## src/rtl/jt89_gg_wrseq.sv

```systemverilog
`default_nettype none
// =============================================================================
// Module  : jt89_gg_wrseq
// Purpose : Two-requester write arbiter and FIFO. It replays PSG writes as timed
//           wr_n strobes and applies Game Gear pan writes in order with them.
// Option  : JT89_WRSEQ_MUTE_EN adds a mute input that injects a 4-write mute burst.
// Rev     : 1.0  initial release
// =============================================================================
module jt89_gg_wrseq #(
    parameter int DEPTH   = 4,
    parameter int LOW_CYC = 2,
    parameter int GAP_CYC = 2
) (
    input  logic       clk,
    input  logic       rst_n,
    input  logic       clk_en,
    input  logic       req_a,
    input  logic [7:0] dat_a,
    input  logic       pan_a,
    output logic       ack_a,
    input  logic       req_b,
    input  logic [7:0] dat_b,
    input  logic       pan_b,
    output logic       ack_b,
`ifdef JT89_WRSEQ_MUTE_EN
    input  logic       mute,
`endif
    output logic       psg_wr_n,
    output logic [7:0] psg_din,
    output logic [7:0] pan,
    output logic       full,
    output logic       busy
);
    localparam int AW = $clog2(DEPTH);
    localparam int CW = (LOW_CYC > GAP_CYC) ? $clog2(LOW_CYC + 1) : $clog2(GAP_CYC + 1);

    localparam logic [1:0] S_IDLE   = 2'd0;
    localparam logic [1:0] S_SETUP  = 2'd1;
    localparam logic [1:0] S_STROBE = 2'd2;
    localparam logic [1:0] S_GAP    = 2'd3;

    logic [8:0]    mem [DEPTH];
    logic [AW-1:0] wr_ptr, rd_ptr;
    logic [AW:0]   count;
    logic          last_b;
    logic          push, pop;
    logic [8:0]    push_data, head;
    logic [1:0]    state;
    logic [CW-1:0] cnt;
    logic          burst_go;
    logic [7:0]    burst_byte;

    // Tie-break favours whoever was not granted last; full blocks pushes even on a pop cycle.
    assign full      = (count == (AW+1)'(DEPTH));
    assign ack_a     = req_a & ~full & (~req_b | last_b);
    assign ack_b     = req_b & ~full & (~req_a | ~last_b);
    assign push      = ack_a | ack_b;
    assign push_data = ack_a ? {pan_a, dat_a} : {pan_b, dat_b};
    assign head      = mem[rd_ptr];
    assign pop       = clk_en & (state == S_IDLE) & (count != '0) & ~burst_go;

    always_ff @(posedge clk) begin
        if (push) mem[wr_ptr] <= push_data;
    end

    always_ff @(posedge clk or negedge rst_n) begin
        if (!rst_n) begin
            wr_ptr <= '0;
            rd_ptr <= '0;
            count  <= '0;
            last_b <= 1'b1;
        end else begin
            if (push) wr_ptr <= wr_ptr + 1'b1;
            if (pop)  rd_ptr <= rd_ptr + 1'b1;
            case ({push, pop})
                2'b10:   count <= count + 1'b1;
                2'b01:   count <= count - 1'b1;
                default: count <= count;
            endcase
            if (ack_a)      last_b <= 1'b0;
            else if (ack_b) last_b <= 1'b1;
        end
    end

    always_ff @(posedge clk or negedge rst_n) begin
        if (!rst_n) begin
            state    <= S_IDLE;
            cnt      <= '0;
            psg_wr_n <= 1'b1;
            psg_din  <= 8'h00;
            pan      <= 8'hFF;
        end else if (clk_en) begin
            case (state)
                S_IDLE: begin
                    if (burst_go) begin
                        psg_din <= burst_byte;
                        state   <= S_SETUP;
                    end else if (count != '0) begin
                        if (head[8]) begin
                            pan <= head[7:0];
                        end else begin
                            psg_din <= head[7:0];
                            state   <= S_SETUP;
                        end
                    end
                end
                S_SETUP: begin
                    psg_wr_n <= 1'b0;
                    cnt      <= '0;
                    state    <= S_STROBE;
                end
                S_STROBE: begin
                    if (cnt == CW'(LOW_CYC - 1)) begin
                        psg_wr_n <= 1'b1;
                        cnt      <= '0;
                        state    <= S_GAP;
                    end else begin
                        cnt <= cnt + 1'b1;
                    end
                end
                default: begin
                    if (cnt == CW'(GAP_CYC - 1)) begin
                        cnt   <= '0;
                        state <= S_IDLE;
                    end else begin
                        cnt <= cnt + 1'b1;
                    end
                end
            endcase
        end
    end

`ifdef JT89_WRSEQ_MUTE_EN
    logic       mute_d, armed, bursting;
    logic [1:0] bidx;

    // Burst writes max attenuation to channels 0..3: 9F, BF, DF, FF.
    assign burst_go   = (state == S_IDLE) & (armed | bursting);
    assign burst_byte = {1'b1, bidx, 5'h1F};
    assign busy       = (count != '0) | (state != S_IDLE) | armed | bursting;

    always_ff @(posedge clk or negedge rst_n) begin
        if (!rst_n) begin
            mute_d   <= 1'b0;
            armed    <= 1'b0;
            bursting <= 1'b0;
            bidx     <= 2'd0;
        end else begin
            mute_d <= mute;
            if (clk_en && burst_go) begin
                bidx     <= bidx + 1'b1;
                bursting <= (bidx != 2'd3);
            end
            // A new edge wins over consumption so an edge on the start tick queues another burst.
            if (mute & ~mute_d)
                armed <= 1'b1;
            else if (clk_en && burst_go && !bursting)
                armed <= 1'b0;
        end
    end
`else
    assign burst_go   = 1'b0;
    assign burst_byte = 8'h00;
    assign busy       = (count != '0) | (state != S_IDLE);
`endif

endmodule
`default_nettype wire
```

## config.mk

```make
export PLATFORM = sky130hd
export DESIGN_NAME = jt89_gg_wrseq
export DESIGN_NICKNAME = d
export VERILOG_FILES = /design/src/rtl/jt89_gg_wrseq.sv
export SDC_FILE = /design/constraint.sdc
export NUM_CORES = 1
export LEC_CHECK = 0
export BUFFER_PORTS_ARGS = -buffer_cell sky130_fd_sc_hd__buf_2
export CAP_MARGIN = 30
export CORE_MARGIN = 1
export CORE_UTILIZATION = 52
export CTS_BUF_LIST = sky130_fd_sc_hd__clkbuf_2 sky130_fd_sc_hd__clkbuf_4 sky130_fd_sc_hd__clkbuf_8
export DETAILED_ROUTE_END_ITERATION = 8
export GPL_ROUTABILITY_DRIVEN = 0
export PLACE_DENSITY = 0.82
export SLEW_MARGIN = 25
export SYNTH_ARGS = -nofsm -noshare
export SYNTH_HDL_FRONTEND = slang
export SYNTH_SLANG_ARGS = --single-unit
```

## constraint.sdc

```tcl
create_clock -name clk -period 2.09 [get_ports clk]
set_input_delay 0.418 -clock clk [delete_from_list [all_inputs] [get_ports clk]]
set_output_delay 0.418 -clock clk [all_outputs]
set_load 0.03 [all_outputs]
```

; ---- Word level (Yosys, flattened, before mapping)
; Memories as Yosys holds them, arrays and structs flattened.
; Index checks and enable logic that the tools add are counted.
[word_totals]
register_bits = 29
mem_bits_rw = 36
inputBits = 23
out_inout_bits = 21
word_cells = 67
n_memories = 1
[memory_table]
columns = name, depth, width, rd, rd_clocked_by_memory_dff, wr, line
row1 = mem, 4, 9, 1, 0, 1, 42  ; logic [8:0] mem [DEPTH];
[op_classes]
n_addsub = 5
eq_ne = 9
mux = 15
n_bitwise = 16
n_reduce_logical = 12
[op_table]
columns = op, count
row1 = 2-bit two-way mux, 5
row2 = 9-bit two-way mux, 1
row3 = 4-bit AND reduction, 2
row4 = 2-bit nonzero test, 4
row5 = "2-bit by 1-bit adder with 2-bit output, second input constant", 3
row6 = 1-bit bitwise AND, 6
row7 = "2-bit by 1-bit == test with 1-bit output, second input constant", 3
row8 = 1-bit NOT, 6
row9 = 2-bit one-hot mux with 3 select lines, 1
row10 = 3-bit one-hot mux with 2 select lines, 1
row11 = 3-bit nonzero test, 2
row12 = 1-bit two-way mux, 5
row13 = 5-bit AND reduction, 1
row14 = "2-bit == test, second input constant", 2
row15 = "2-bit != test, second input constant", 2
row16 = 1-bit OR, 4
row17 = 2-bit one-hot mux with 2 select lines, 1
row18 = "3-bit by 1-bit adder with 3-bit output, second input constant", 1
row19 = "3-bit == test, second input constant", 1
row20 = 3-bit AND reduction, 1
row21 = "3-bit by 1-bit subtractor with 3-bit output, second input constant", 1
row22 = 2-bit zero test, 1
row23 = "2-bit by 1-bit != test with 1-bit output, second input constant", 1
row24 = 1-bit one-hot mux with 2 select lines, 1
row25 = 2-bit AND reduction, 1

; ---- Longest topological paths before layout
; Gate-level depths: netlist of the first run.
[logic_depth]
word_depth = 7
mapped_depth = 10
ltp_nobuf = 10

; ---- Worst setup path before layout of the first run
; Ideal clock, no wire load.
[synth_path]
kind = register to register
from = register count[0]
to = register count[2]
setup_time_ns = 0.079
arrival_time_ns = 2.193
required_ns = 2.011
path_slack_ns = -0.182
stages_incl_launch_ff = 11
path_buffers = 0
period_less_slack_ns = 2.272
cell_sequence = dfrtp_1 or3b_1 inv_1 nor2_1 inv_1 ha_1 inv_1 fa_1 xor2_1 nor2_1 xor2_1
[synth_between]
elab_chain_len = 7
elab_cells_between_ends = 15
cone_classes = add/sub: 2 / eq/ne: 3 / mux: 1 / bitwise: 7 / reduce/logical: 2
[synth_lines]
columns = element, line
row1 = from (decl), 44  ; logic [AW:0] count;
row2 = from (signal assigned), 76  ; 2'b10: count <= count + 1'b1;
row3 = from (signal assigned), 77  ; 2'b01: count <= count - 1'b1;
row4 = from (signal assigned), 78  ; default: count <= count;
row5 = 3-bit == test *, 54  ; assign full = (count == (AW+1)'(DEPTH));
row6 = named net full, 31  ; output logic full,
row7 = 1-bit NOT *, "55, 56"
row8 = 1-bit bitwise AND (on tied branches) (2 in series), "55, 56"
row9 = 1-bit OR *, 57  ; assign push = ack_a | ack_b;
row10 = 2-bit by 1-bit == test with 1-bit output / 2-bit == test (equally long branches), 75  ; case ({push, pop})
row11 = 3-bit one-hot mux with 2 select lines / 2-bit nonzero test (equally long branches), -
; Mark *: on every way through the listed nets, which the timed path passes. The rest lies on a longest branch.
; A chain may end at the register's enable or synchronous reset.

; ---- Worst setup path in the final report of the first run
[layout_path]
from = register count[1]
to = register count[2]
[layout_between]
elab_chain_len = 7
elab_cells_between_ends = 15
cone_classes = add/sub: 2 / eq/ne: 3 / mux: 1 / bitwise: 7 / reduce/logical: 2
[layout_lines]
columns = element, line
row1 = 3-bit == test, 54
row2 = 1-bit NOT, "55, 56"
row3 = 1-bit bitwise AND (on tied branches) (2 in series), "55, 56"
row4 = 1-bit OR, 57
row5 = 2-bit by 1-bit == test with 1-bit output / 2-bit == test (equally long branches), 75
row6 = 3-bit one-hot mux with 2 select lines / 2-bit nonzero test (equally long branches), -
; Parallel ways exist; a longest one is shown, timed or not.

==> results of run 1 <==
==> worst max-delay path, cell delays in order, from the launching register on <==
cell and delay (ps):
dfrtp_1 410, or3b_4 440, inv_4 70, nor2_2 40, inv_1 60, ha_2 170
inv_1 50, fa_2 340, xor2_1 150, nor2_1 130, xor2_1 150
==> state kept, by name, summed over array words and instances, names as in the netlist <==
register and flops:
state 2, wr_ptr 2, count 3, rd_ptr 2
last_b 1, pan 8, psg_wr_n 1, mem 36
psg_din 8, cnt 2
==> power breakdown <==
part | total (W) | internal [W] | switching, W
Combinational | 0.00218 | 0.000947 | 0.00123
Clock | 0.00106 | 0.000610 | 0.000454
Sequential | 0.00220 | 0.00199 | 0.000213
Total | 0.00545 | 0.00355 | 0.00190
==> synth_stat cells, drive strengths merged, types with 2 or more instances <==
master | count | area (um^2)
a21oi | 2 | 10.01
and2 | 5 | 31.28
dfrtp | 19 | 475.5
dfstp | 10 | 262.8
edfxtp | 36 | 1081
ha | 8 | 100.1
inv | 13 | 48.80
mux2 | 28 | 315.3
mux2i | 2 | 20.02
mux4 | 9 | 202.7
nand2 | 6 | 25.03
nor2 | 9 | 33.78
nor3 | 2 | 21.27
xnor2 | 3 | 26.28
xor2 | 3 | 26.28
==> layer usage <==
metal / global-route usage, % / vias up / wire length [um]
met2: 27.33 / 36 / 2270
met3: 4.016 / 4 / 167
met5: 0 / - / 0
li1: - / 730 / -
met1: 24.75 / 761 / 2102
met4: 8.805 / 0 / 41
==> path summary, 6_finish.rpt <==
| path | endpoint | slack (ps) | cells after the start |
|---|---|---|---|
| setup / recovery | count[2]$_DFFE_PN0P_ | 30 | 10 |
| hold / removal | psg_din[4]$_DFFE_PN0P_ | 110 | 1 |
| setup reg to reg | count[2]$_DFFE_PN0P_ | 30 | 10 |
| hold reg to reg | psg_din[0]$_DFFE_PN0P_ | 510 | 1 |
| max in group asynchronous | wr_ptr[1]$_DFFE_PN0P_ | 1540 | 1 |
| min in group clk | last_b$_DFFE_PN1P_ | 350 | 3 |
==> through the flow <==
stage	worst slack [ps]	hold slack, ps	TNS, ps	area (um^2)
after floorplan	20.09	122.4	0	2785
after global placement	100.9	480.4	0	3131
after detailed placement	18.86	486.1	0	3131
after CTS	9.093	120.1	0	3356
after global routing	-34.52	161.2	-39.80	3381
final	26.91	108.1	0	3381
==> cell families (layout without fill, tap and decap cells) <==
family | after synthesis | in the layout
AND/OR/NAND/NOR | 25 | 25
XOR/XNOR | 6 | 6
AO/OA/AOI/OAI | 7 | 7
buffers and inverters | 15 | 82
flip-flops | 65 | 65
multiplexers | 39 | 39
adder cells (fa/ha/maj) | 9 | 9
==> what timing repair did <==
item,in CTS,in global routing
setup endpoints to repair,2,2
pin swaps,1,4
setup buffers,1,2
gates resized for setup,3,3
hold buffers,0,0
gates cloned,0,0
==> final cells by class <==
type                            instances  area [um^2]  share of cell area, %
Clock buffer                           11        151.4                  4.478
Clock inverter                          5        53.80                  1.591
Inverter                               13        51.30                  1.517
Multi-Input combinational cell         86        927.1                  27.42
Sequential cell                        65         1819                  53.81
Tap cell                               70        87.58                  2.591
Timing Repair Buffer                   53        290.3                  8.586
==> results.json, run 1 <==
{
  "synthMuxAreaShare_pct": 19.39,
  "first_global_vias": 1445,
  "syn_avg_cell_area_um2": 16.72,
  "synth.distinct_cells": 28,
  "fmax_mhz": 484.7,
  "cts_buffers": 9,
  "vias_per_cell": 5.053,
  "dp_hpwl_mm": 3.208,
  "synthAdderAreaFrac_pct": 4.328,
  "synthArstFlopShare_pct": 44.62,
  "grt_max_degree": 30,
  "grt_setup_unrepaired": "true",
  "synth_compound_area_share_pct": 1.849,
  "min_path_type": "input pin to asynchronous set/reset pin",
  "netlist_area_um2": 2775,
  "grt_usage_pct": 18.00,
  "die_area_um2": 5633,
  "dr.pass1.iters": 4,
  "ir_worst_vdd_mv": 0.5883,
  "final_layout_size_suffix_gt1_share_pct": 54.94,
  "timing.slew.headroom_pct": 56.67,
  "ioPinCount": 44,
  "final-hold-violation-count": 0,
  "clock_latency_ps": 330,
  "wire_per_inst_um": 15.12,
  "start_util_pct": 54.34,
  "antenna_found_initial": 0,
  "grt_pass1_wl_mm": 7.100,
  "synth_xor_area_share_pct": 1.894,
  "tightest_slew_ps": 649.9,
  "powerDensity_nw_per_um2": 1611,
  "fill_cells": 373,
  "yosys_most_used_dff": "edfxtp_1",
  "yosysSeqAreaShare_pct": 65.55,
  "cts_tree": "built",
  "die_h_um": 75.06,
  "row_count": 26,
  "drcViolationCount": 0,
  "power.total_w": 0.005446,
  "syn_to_final_growth_pct": 21.82,
  "finalSetupViolations": 0,
  "ctsRootBufferMaster": "clkbuf_8",
  "io_buffers": 43,
  "finalNonFillerCells": 303,
  "nets": 260,
  "period_share_pct": 98.71,
  "path_max_fanout": 3,
  "cp-end-kind": "flop",
  "grt.overflow.total": 0,
  "synthSimpleGateAreaFrac_pct": 4.869,
  "drv_cap": 0,
  "r2r-start": "count[1]$_DFFE_PN0P_",
  "ys_warn_count": 0,
  "design.core.area_um2": 5107,
  "synth_top_family_by_area": "multiplexers",
  "htree_levels": 3,
  "critPathRequiredTime_ps": 2340,
  "ys_seq_elements": 65,
  "initialDrtViolationCount": 57,
  "slew_violations": 0,
  "syn_inst": 166,
  "die_w_um": 75.06,
  "cts.sinks": 65,
  "diodes": 0,
  "critical_path_class": "flop to flop",
  "dr_total_vias": 1531,
  "synth_edf_count": 36,
  "crit_arrival_ps": 2310,
  "clk_pin_slew_ps": 80,
  "drtAntennaViolNets": 0,
  "synth_nets": 198,
  "final_cell_mix": "buf_2 (43), edfxtp_1 (36), mux2_2 (28), dfrtp_1 (19), inv_1 (12)",
  "cts_buffer_depth": 2,
  "crit_path_start_kind": "flop",
  "layout_commonest_cell": "buf_2",
  "worstSetupStartpoint": "count[1]$_DFFE_PN0P_",
  "postRouteWirelength_mm": 4.581,
  "utilization_pct": 66.19,
  "total_leakage_power_nw": 1.401,
  "finClkSkew_ps": 10.93,
  "period_minus_slack_ps": 2063,
  "dp.cells": 284,
  "status": "complete, no violations"
}
No activity file was read; power rests on OpenSTA's default activity.
==> run 2: changes to the inputs <==
--- a/config.mk
+++ b/config.mk
@@ -5,6 +5,7 @@
 export SDC_FILE = /design/constraint.sdc
 export NUM_CORES = 1
 export LEC_CHECK = 0
+export ABC_CLOCK_PERIOD_IN_PS = 2090
 export BUFFER_PORTS_ARGS = -buffer_cell sky130_fd_sc_hd__buf_2
 export CAP_MARGIN = 30
 export CORE_MARGIN = 1
@@ -13,6 +14,7 @@
 export DETAILED_ROUTE_END_ITERATION = 8
 export GPL_ROUTABILITY_DRIVEN = 0
 export PLACE_DENSITY = 0.82
+export SETUP_SLACK_MARGIN = 0.5
 export SLEW_MARGIN = 25
 export SYNTH_ARGS = -nofsm -noshare
 export SYNTH_HDL_FRONTEND = slang
==> results.json, run 2 (same netlist as run 1, synthesis figures left out) <==
{
  "multi_input_area_um2": 1110,
  "finClkSkew_ps": 6.962,
  "grt_setup_unrepaired": "true",
  "io_buffers": 43,
  "die_w_um": 75.06,
  "power_frac_seq_pct": 35.7,
  "die_h_um": 75.06,
  "grt_max_degree": 30,
  "final_cell_mix": "buf_2 (39), edfxtp_1 (36), mux2_4 (24), dfrtp_1 (19), buf_4 (15)",
  "seq_area_um2": 1819,
  "clk_pin_slew_ps": 70,
  "drcViolationCount": 0,
  "slew_violations": 0,
  "r2r-start": "count[2]$_DFFE_PN0P_",
  "vias_per_cell": 5.111,
  "initialDrtViolationCount": 52,
  "critPathRequiredTime_ps": 2350,
  "crit_arrival_ps": 2280,
  "timing.slew.headroom_pct": 55.91,
  "grt_pass1_wl_mm": 7.403,
  "largest_reg_flops": 36,
  "cts_buffers": 9,
  "final_layout_size_suffix_gt1_share_pct": 63.01,
  "nets": 273,
  "p_comb_share_pct": 45.6,
  "finalSetupViolations": 0,
  "htree_levels": 3,
  "largestRegisters": "mem x36, pan x8, psg_din x8",
  "period_minus_slack_ps": 2019,
  "final-hold-violation-count": 0,
  "dp_hpwl_mm": 3.171,
  "crit_path_start_kind": "flop",
  "fill_cells": 299,
  "die_area_um2": 5633,
  "critical_path_class": "flop to flop",
  "total_leakage_power_nw": 1.606,
  "row_count": 26,
  "ioPinCount": 44,
  "ctsHoldBuffers": 0,
  "tightest_slew_ps": 661.3,
  "design.core.area_um2": 5107,
  "crit_end": "count[2]$_DFFE_PN0P_",
  "wire_per_inst_um": 15.97,
  "power.net_switching_w": 0.002150,
  "drtAntennaViolNets": 0,
  "path_max_fanout": 3,
  "top_layer_used": "met4",
  "postRouteWirelength_mm": 5.046,
  "period_share_pct": 96.61,
  "fmax_mhz": 495.3,
  "timing.rr.end": "count[2]$_DFFE_PN0P_",
  "r2r_setup_slack_ps": 70,
  "route.met2.wl_mm": 2.556,
  "antenna_found_initial": 0,
  "clkPwrFrac_pct": 18.7,
  "drv_cap": 0,
  "diodes": 0,
  "first_global_vias": 1520,
  "dr_total_vias": 1615,
  "worstSetupStartpoint": "count[2]$_DFFE_PN0P_",
  "layout_commonest_cell": "buf_2",
  "holdWs_ps": 108.4,
  "fin_setup_tns_ps": 0,
  "cts.sinks": 65,
  "reg2reg_depth": 10,
  "grt.overflow.total": 0,
  "p_sw_share_pct": 34.70,
  "status": "complete, no violations",
  "start_util_pct": 54.34,
  "cts_tree": "built",
  "clock_latency_ps": 330,
  "ctsRootBufferMaster": "clkbuf_8",
  "cp-end-kind": "flop",
  "min_path_type": "input pin to asynchronous set/reset pin",
  "cts_buffer_depth": 2,
  "dr.pass1.iters": 4,
  "regMostFlops": "mem",
  "powerDensity_nw_per_um2": 1658,
  "grt_usage_pct": 19.18,
  "wl_met3_um": 175,
  "drt-met1-wl_mm": 2.199,
  "power.internal_w": 0.004044,
  "syn_to_final_growth_pct": 34.58,
  "ir_worst_vdd_mv": 0.8012
}
[run 2: changes by cell type in the layout (fill, tap and decap cells not counted), moves of 4 or more]
cell    before  now
mux2_4       0   24
mux2_2      28    4
buf_2       43   39
buf_4       10   15
inv_1       12    8
buf_6        0   12
and2_4       1    5
and2_1       4    0
[run 2: repair_timing]
| item | in CTS | in global routing |
|---|---|---|
| endpoints found under the setup margin | 97 | 65 |
| resized for setup | 30 | 22 |
| buffers inserted | 11 | 6 |
| pin swaps | 7 | 9 |
| gates cloned | 0 | 0 |
[run 2: power by group through the flow]
stage	Sequential (W)	Combinational, W	Clock (W)
after global routing	0.00226	0.00303	0.00124
after global placement	0.00221	0.00219	0
after detailed placement	0.00224	0.00224	0
after floorplan	0.00253	0.00137	0
after CTS	0.00221	0.00259	0.00117
final	0.00221	0.00283	0.00116
[run 2: area by class of cell]
class                   count  area share, %
flip-flops and latches     65          48.71
multi-input cells          86          29.72
repair buffers             66          11.86
clock buffers               9          3.317
clock inverters             7          2.546
well taps                  70          2.345
inverters                  13          1.508
[run 2: metrics by stage]
step                      cells  utilization [%]  total power, W  setup WS, ps  area (um^2)
after detailed placement    283            62.86        0.004481         4.447         3211
after global routing        316            73.13        0.006529         21.14         3735
final                       316            73.13        0.006194         70.82         3735
after floorplan             166                -        0.003894         47.51         2873
after global placement      283            62.86        0.004398         108.9         3211
after CTS                   310            70.70        0.005965         75.34         3611
[run 2: metal layers]
layer / up-vias / GRT usage (%)
met5: - / 0
met4: 0 / 10.06
met3: 10 / 6.024
met2: 40 / 29.43
met1: 806 / 24.66
li1: 759 / -
[run 2: how the worst min path moves through the flow]
stage,start,endpoint,cells past startpoint
2_1_floorplan,rst_n,cnt[0]$_DFFE_PN0P_,0
3_3_place_gp,rst_n,psg_din[2]$_DFFE_PN0P_,1
3_5_place_dp,rst_n,psg_din[1]$_DFFE_PN0P_,1
4_1_cts,rst_n,psg_din[1]$_DFFE_PN0P_,1
5_1_grt,rst_n,psg_din[0]$_DFFE_PN0P_,1
6_report,rst_n,psg_din[1]$_DFFE_PN0P_,1
[run 2: critical path: stages (launching register included)]
cell,delay [ps]
dfrtp_1,390
or3b_4,430
clkinv_4,70
nor2_4,30
inv_2,70
ha_4,130
inv_2,30
fa_2,320
xor2_1,150
nor2_1,160
xor2_1,160
==> run 3: changes to the inputs <==
--- a/config.mk
+++ b/config.mk
@@ -14,6 +14,8 @@
 export DETAILED_ROUTE_END_ITERATION = 8
 export GPL_ROUTABILITY_DRIVEN = 0
 export PLACE_DENSITY = 0.82
+export RECOVER_POWER = 100
+export REMOVE_ABC_BUFFERS = 1
 export SETUP_SLACK_MARGIN = 0.5
 export SLEW_MARGIN = 25
 export SYNTH_ARGS = -nofsm -noshare
==> results.json, run 3 (same netlist as run 1, synthesis figures left out) <==
{
  "layout_commonest_cell": "edfxtp_1",
  "wire_per_inst_um": 19.78,
  "initialDrtViolationCount": 71,
  "grt_pass1_wl_mm": 8.493,
  "io_buffers": 43,
  "ir_worst_vdd_mv": 0.8153,
  "seq_area_um2": 1819,
  "cpPeakStageDelay_ps": 400,
  "cpLargestDelayFamily": "simple AND/OR/NAND/NOR gates",
  "htree_levels": 3,
  "period_minus_slack_ps": 2059,
  "slew_violations": 30,
  "dr.pass1.iters": 4,
  "ioPinCount": 44,
  "finalSetupViolations": 0,
  "grt.overflow.total": 0,
  "crit_buf_inv": 2,
  "grt_setup_unrepaired": "true",
  "crit_path_start_kind": "flop",
  "fin_setup_tns_ps": 0,
  "nets": 287,
  "cts.sinks": 65,
  "postPlaceCellArea_um2": 3166,
  "multi_input_area_um2": 1104,
  "fin_area_um2": 3870,
  "cts_buffers": 9,
  "clk_pin_slew_ps": 60,
  "antenna_found_initial": 0,
  "cp-end-kind": "output pin",
  "design.core.area_um2": 5107,
  "largest_reg_flops": 36,
  "dp_hpwl_mm": 3.193,
  "final_layout_size_suffix_gt1_share_pct": 60.77,
  "cp_cell_sequence": "or3b_4 > and2_1 > o21ai_4 > inv_1 > buf_2",
  "ctsHoldBuffers": 0,
  "ctsRootBufferMaster": "clkbuf_8",
  "syn_to_final_growth_pct": 39.45,
  "die_area_um2": 5633,
  "critPathRequiredTime_ps": 1670,
  "clock_latency_ps": 340,
  "critical_path_class": "flop to output pin",
  "final-hold-violation-count": 0,
  "die_w_um": 75.06,
  "start_util_pct": 54.34,
  "violations": "max-capacitance violations, max-slew violations",
  "largestRegisters": "mem x36, pan x8, psg_din x8",
  "pre_cts_ws_ps": -69.86,
  "crit_path_top_delay_cell": "dfrtp_1",
  "cts_buffer_depth": 2,
  "grt_max_degree": 30,
  "timing.slew.headroom_pct": -4.192,
  "powerDensity_nw_per_um2": 1738,
  "grt_usage_pct": 22.55,
  "die_h_um": 75.06,
  "path_max_fanout": 3,
  "postRouteWirelength_mm": 6.529,
  "total_leakage_power_nw": 1.645,
  "utilization_pct": 75.77,
  "drcViolationCount": 0,
  "power.total_w": 0.006724,
  "tightest_slew_ps": 1563,
  "cts_tree": "built",
  "regMostFlops": "mem",
  "drv_cap": 1,
  "vias_per_cell": 5.258,
  "fin_ws_ps": 31.15,
  "first_global_vias": 1639,
  "period_share_pct": 98.51,
  "diodes": 0,
  "crit_arrival_ps": 1640,
  "min_path_type": "input pin to flop",
  "final_cell_mix": "edfxtp_1 (36), buf_2 (31), mux2_4 (19), buf_4 (19), dfrtp_1 (19)",
  "row_count": 26,
  "fmax_mhz": 485.7,
  "status": "finished, violations left",
  "finClkSkew_ps": 7.913,
  "dr_total_vias": 1735,
  "drtAntennaViolNets": 0,
  "fill_cells": 295
}
[run 3: cell count changes in the layout (fill, tap and decap cells not counted), sizes merged]
cell    before  now
buf         66   70
bufinv       2    3
clkinv       5    2
clkbuf       9   20
inv         12   13
[run 3: what timing repair did]
item / CTS / global route
endpoints found under the hold margin: 0 / 0
cloned: 4 / 0
pin swaps: 7 / 9
gates resized for setup: 56 / 26
setup endpoints to repair: 96 / 99
buffers inserted: 8 / 12
[run 3: metal layers]
metal / up-vias / routed length, um / GRT usage (%)
li1: 783 / - / -
met1: 869 / 2579 / 25.59
met2: 61 / 3370 / 39.14
met3: 22 / 318 / 4.953
met4: 0 / 261 / 13.42
met5: - / 0 / 0
[run 3: area by class of cell]
cell class,instances,share of cell area (%)
flip-flops and latches,65,47.01
multi-input cells,86,28.52
repair buffers,80,14.81
clock buffers,10,3.395
clock inverters,6,2.748
well taps,70,2.263
inverters,13,1.261
[run 3: worst paths after layout]
kind | from | end | slack, ps | depth (start not counted)
setup / recovery | count[1]$_DFFE_PN0P_ | ack_a | 30 | 5
hold / removal | req_b | last_b$_DFFE_PN1P_ | 350 | 3
setup reg to reg | count[1]$_DFFE_PN0P_ | count[2]$_DFFE_PN0P_ | 60 | 10
hold reg to reg | last_b$_DFFE_PN1P_ | last_b$_DFFE_PN1P_ | 510 | 1
max in group asynchronous | rst_n | psg_din[1]$_DFFE_PN0P_ | 720 | 1
min in group asynchronous | rst_n | count[1]$_DFFE_PN0P_ | 460 | 1
[run 3: tightest hold or removal path: cells and delay by family]
kind,cells,cell delay [ps]
simple gates,1,80
mux,1,70
buf+inv,1,110
[run 3: report_power, final]
| group | internal, W | leakage, nW | switching [W] |
|---|---|---|---|
| clock | 0.000800 | 0.117 | 0.000478 |
| combinational | 0.00158 | 0.863 | 0.00164 |
| sequential | 0.00199 | 0.665 | 0.000241 |
| total | 0.00437 | 1.65 | 0.00236 |
[run 3: through the flow]
step | hold slack [ps] | instances
6_report | 351.1 | 330
5_1_grt | 345.7 | 330
4_1_cts | 117.8 | 318
3_5_place_dp | 481.4 | 290
3_3_place_gp | 472.6 | 290
2_1_floorplan | 122.4 | 164
